File: src/rtl/fifo_rd_unpack.sv
// Reads one wide word from an upstream FIFO and writes it out as RATIO narrow
// slices to a downstream FIFO, in either MSB-first or LSB-first slice order.
module fifo_rd_unpack #(
  parameter int IN_WIDTH  = 256,
  parameter int OUT_WIDTH = 32,
  parameter     ORDER     = "MSB_FIRST"
) (
  input  logic                 clk,
  input  logic                 rst_n,
  input  logic                 enable,
  output logic                 fifo_b_rden,
  input  logic [IN_WIDTH-1:0]  fifo_b_rddata,
  input  logic                 fifo_b_empty,
  output logic                 fifo_a_wren,
  output logic [OUT_WIDTH-1:0] fifo_a_wrdata,
  input  logic                 fifo_a_full,
  output logic                 busy
);

  localparam int RATIO = IN_WIDTH / OUT_WIDTH;
  localparam int CNT_W = (RATIO > 1) ? $clog2(RATIO) : 1;
  localparam logic [CNT_W-1:0] LAST = CNT_W'(RATIO - 1);
  localparam bit LSB_FIRST = (ORDER == "LSB_FIRST");

  generate
    if ((IN_WIDTH % OUT_WIDTH) != 0 || RATIO < 2) begin : g_bad_ratio
      $error("fifo_rd_unpack: IN_WIDTH must be a multiple (>= 2x) of OUT_WIDTH");
    end
    if (ORDER != "MSB_FIRST" && ORDER != "LSB_FIRST") begin : g_bad_order
      $error("fifo_rd_unpack: ORDER must be \"MSB_FIRST\" or \"LSB_FIRST\"");
    end
  endgenerate

  typedef enum logic [1:0] {
    IDLE = 2'd0,
    WAIT = 2'd1,
    EMIT = 2'd2
  } state_t;

  state_t                          state;
  logic [RATIO-1:0][OUT_WIDTH-1:0] hold_buf;
  logic [CNT_W-1:0]                cnt;
  logic [CNT_W-1:0]                sel;
  logic                            can_read;
  logic                            last_wr;

  // NOTE: the strobes are combinational so a full/empty change is honoured in
  // the very cycle it happens; rst_n is folded in so no read leaks out during reset.
  always_comb begin
    can_read      = rst_n & enable & ~fifo_b_empty;
    fifo_a_wren   = (state == EMIT) & ~fifo_a_full;
    last_wr       = fifo_a_wren & (cnt == LAST);
    fifo_b_rden   = can_read & ((state == IDLE) | last_wr);
    busy          = (state != IDLE);
    sel           = LSB_FIRST ? cnt : (LAST - cnt);
    fifo_a_wrdata = hold_buf[sel];
  end

  // NOTE: hold_buf is reset (not left undefined) so wrdata reads zero out of reset.
  always_ff @(posedge clk or negedge rst_n) begin
    if (!rst_n) begin
      state    <= IDLE;
      cnt      <= '0;
      hold_buf <= '0;
    end else begin
      case (state)
        IDLE: if (fifo_b_rden) state <= WAIT;
        WAIT: begin
          hold_buf <= fifo_b_rddata;
          cnt      <= '0;
          state    <= EMIT;
        end
        EMIT: begin
          if (fifo_a_wren) begin
            if (last_wr) begin
              cnt   <= '0;
              state <= fifo_b_rden ? WAIT : IDLE;
            end else begin
              cnt <= cnt + 1'b1;
            end
          end
        end
        default: state <= IDLE;
      endcase
    end
  end

endmodule
File: config.mk
export PLATFORM = sky130hd
export DESIGN_NAME = fifo_rd_unpack
export DESIGN_NICKNAME = d
export VERILOG_FILES = /design/src/rtl/fifo_rd_unpack.sv
export SDC_FILE = /design/constraint.sdc
export NUM_CORES = 1
export LEC_CHECK = 0
export ABC_AREA = 1
export BUFFER_PORTS_ARGS = -buffer_cell sky130_fd_sc_hd__buf_4
export CAP_MARGIN = 20
export CORE_MARGIN = 3
export CORE_UTILIZATION = 40
export DETAILED_ROUTE_END_ITERATION = 8
export GPL_ROUTABILITY_DRIVEN = 0
export SETUP_SLACK_MARGIN = 0.5
export SLEW_MARGIN = 15
export SYNTH_ARGS = -nofsm -noshare
export SYNTH_HDL_FRONTEND = slang
export SYNTH_SLANG_ARGS = --single-unit
File: constraint.sdc
create_clock -name clk -period 1.65 [get_ports clk]
set_input_delay 0.165 -clock clk [delete_from_list [all_inputs] [get_ports clk]]
set_output_delay 0.165 -clock clk [all_outputs]
set_load 0.005 [all_outputs]
==> impl_results.md <==
* Leading cell type by number of instances after synthesis: sky130_fd_sc_hd__nand2_1
* Count of max-cap constraint violations at 0
* Sink Count at 261
* Worst-skew pair later-pin latency at 0.56 ns
* Crit path arrival time at 2.15 ns
* Pin count of the biggest net entering global routing at 107
* TritonRoute pass-1 iters at 6
* Overall routed net length at 60880 um
* Total number of yosys warnings at 0
* Worst slack on hold paths at -0.06821 ns
* Layout cell share with drive strength beyond 1 at 42.29%
* Antenna violations before repair at 3
* Critical path cell sequence: clkinv_8 -> buf_12 -> clkbuf_16 -> nand2_2 -> nand3_2 -> nand2_1 -> nand2_1 -> nand2_1 -> buf_6
* Endpoint kind of the worst setup timing path: output pin
* Worst Setup Slack, final at -0.6653 ns
* Cell repeated most along the worst path: sky130_fd_sc_hd__nand2_1
* Final net count at 2607
* Final Core Density at 77.66%
* Mapped Area at 12640 sq um
* Most instantiated cells after synthesis: sky130_fd_sc_hd__nand2_1 (433), sky130_fd_sc_hd__inv_1 (265), sky130_fd_sc_hd__dfrtp_1 (261)
* Worst min path class: in2reg
* Maximum root-to-sink buffer count at 3
* Dominant register cell in the synthesized netlist: sky130_fd_sc_hd__dfrtp_1
* Total chip power at 41.69 mW
* Seq/Total Area, Yosys at 51.65%
* Final-layout fill cell count at 1873
* Critical Path Max Stage Delay at 0.53 ns
* First-iteration detailed-routing DRC count at 1398
* Total count of hold-check failures in the final report at 1
* Classification of the worst setup path: reg2out
* Area contributors post-synth: sky130_fd_sc_hd__dfrtp_1 (52%), sky130_fd_sc_hd__nand2_1 (13%), sky130_fd_sc_hd__a21oi_1 (10%)
* Setup repair after global routing missed its margin: true
* Share of synthesized flip-flops with an asynchronous set or reset at 100.0%
* Hold buffer count at cts at 258
* Post-Layout Cell Count at 2765
* Time the worst path needs with I/O delays and setup at 2.315 ns
* Tightest Pin Transition at 0.6456 ns
* Initial cell density of the core at 40.91%
* Violations in the final reports: hold timing, setup timing
* Syn_area_per_cell at 7.377 sq um
* Cell with the biggest individual delay on the critical path: sky130_fd_sc_hd__dfrtp_4
* Startpoint type of the worst setup path: flip-flop
* Post-Place Setup Slack at -0.05185 ns
* Floorplan die height at 183.8 um
* Total Routing Usage GR at 28.38%
* CTS buffer count at 29
* Flip-flop and latch area at 6540 sq um
* Clock tree from TritonCTS: done
* Max-slew violation count at 0
* Worst-path maximum fanout at 8
* Worst ir drop on vdd at 0.001109 V
* Portion of the clock cycle consumed by the worst path in the final layout at 140.3%
* Std cell rows at 64
* Vias in the first global route at 13724
* Post-detailed-placement cell area at 15510 sq um
* Static leakage power at 11.83 nW
* H-tree levels at 1
* Core area at 30910 sq um
* Setup TNS after final layout at -18.09 ns
* Final HPWL DP at 30210 um
* Final setup vio count at 33
* Horiz. Die Dim at 183.8 um
* Count of different cell masters after synthesis at 15
* Register clock-pin slew on the reported worst setup and hold paths at 0.06 ns
* Achievable Freq at 431.9 MHz
* Post-Synthesis Net Count at 1977
* Portion of synthesized cell area occupied by the leading cell type at 51.65%
* Post-DRT Antenna Nets at 0
* Sum of overflow across all layers after global routing at 0
* I/O pin total at 296
* Final clock skew at 0.02667 ns
* Post-detailed-route via-to-cell ratio at 5.324
* Final non-filler cell area at 24010 sq um
* Via count at 14722
* Result of the run: complete, but fails checks
* PD cells at 1737 nW/um^2
* Count of input and output buffers at 295
* Number of enable-type register cells in the synthesized netlist at 0
* CTS Root Buffer Type: sky130_fd_sc_hd__clkbuf_16
* Critical path data required time at 1.48 ns
* Combined area of the multi-input logic cells at 7089 sq um
* Worst slew margin relative to its limit at 56.81%
* Cell taking the most area after synthesis: sky130_fd_sc_hd__dfrtp_1
* Global-route wire length before repair at 74820 um
* Area overhead of the layout relative to synthesis at 89.85%
* Flip-flop and latch count after synthesis at 261
* Remaining design rule violation count at 0
* Full die area at 33780 sq um
* Cell Count Post-Placement at 2346
* Routed wire per std cell at 22.02 um
* Cell count after synthesis at 1714
-- worst max-delay path: cells and delay by family, from the launching register on --
family / cells / cell delay (ns)
AND/OR/NAND/NOR: 5 / 0.44
flip-flops: 1 / 0.53
buffers and inverters: 4 / 0.63
-- kinds of logic after synthesis --
kind of cell | synth area share (%)
simple gates | 25.79
buf+inv | 12.23
flops | 51.65
compound gates | 10.13
fa+ha+maj | 0.1979
-- flip-flops by register name (all words and copies together) (netlist names) --
| name | cells |
|---|---|
| hold_buf | 256 |
| cnt | 3 |
| state | 2 |
-- layout by cell type, fill, tap and decap left out, drive strengths merged --
cell type	Yosys	layout
or2	1	1
nand3	128	128
nor3	2	2
diode	0	2
nor2	259	259
inv	267	266
a21oi	256	256
nand2	434	435
bufinv	0	5
dfrtp	261	261
clkinvlp	0	5
dlygate4sd3	0	258
clkbuf	10	71
clkinv	0	7
buf	94	411
ha	2	2
-- path summary, 6_finish.rpt --
check	slack [ns]	cells after the start	from	to
worst max-delay path	-0.67	9	cnt[0]$_DFFE_PN0P_	fifo_a_wrdata[28]
worst min-delay path	-0.07	3	enable	state[0]$_DFFE_PN0P_
worst max register to register	0.08	9	cnt[0]$_DFFE_PN0P_	cnt[2]$_DFFE_PN0P_
worst min register to register	0.51	2	hold_buf[192]$_DFFE_PN0P_	hold_buf[192]$_DFFE_PN0P_
max in group asynchronous	0.45	3	rst_n	hold_buf[137]$_DFFE_PN0P_
min in group asynchronous	0.64	3	rst_n	hold_buf[151]$_DFFE_PN0P_
-- where the power goes --
part	total (mW)	internal, mW	leakage [nW]	switching [mW]
clock network	7.09	4.25	0.494	2.84
logic	23.9	10.1	8.38	13.8
registers	10.7	9.59	2.95	1.07
-- metal layers --
| metal | global-route usage, % | routed length, um | part of all wire, % | vias up |
|---|---|---|---|---|
| li1 | - | - | - | 6508 |
| met1 | 37.38 | 23130 | 38 | 7193 |
| met2 | 48.14 | 30140 | 50 | 816 |
| met3 | 5.105 | 4802 | 7.9 | 203 |
| met4 | 8.497 | 2794 | 4.6 | 2 |
| met5 | 0 | 7 | 0.011 | - |
-- final cells by class --
| cell class | count | share of cell area [%] |
|---|---|---|
| multi-input cells | 1083 | 29.53 |
| well taps | 396 | 2.064 |
| diodes | 2 | 0.02085 |
| repair buffers | 702 | 32.57 |
| inverters | 267 | 4.258 |
| flip-flops and latches | 261 | 27.24 |
| clock inverters | 16 | 0.9382 |
| clock buffers | 38 | 3.372 |
-- timing repair --
item	CTS	global route
pin swaps	38	105
resized for setup	254	555
buffers inserted	20	19
endpoints found under the hold margin	518	1
endpoints found under the setup margin	294	489
cloned	19	47
(Power assumes the default switching activity.)
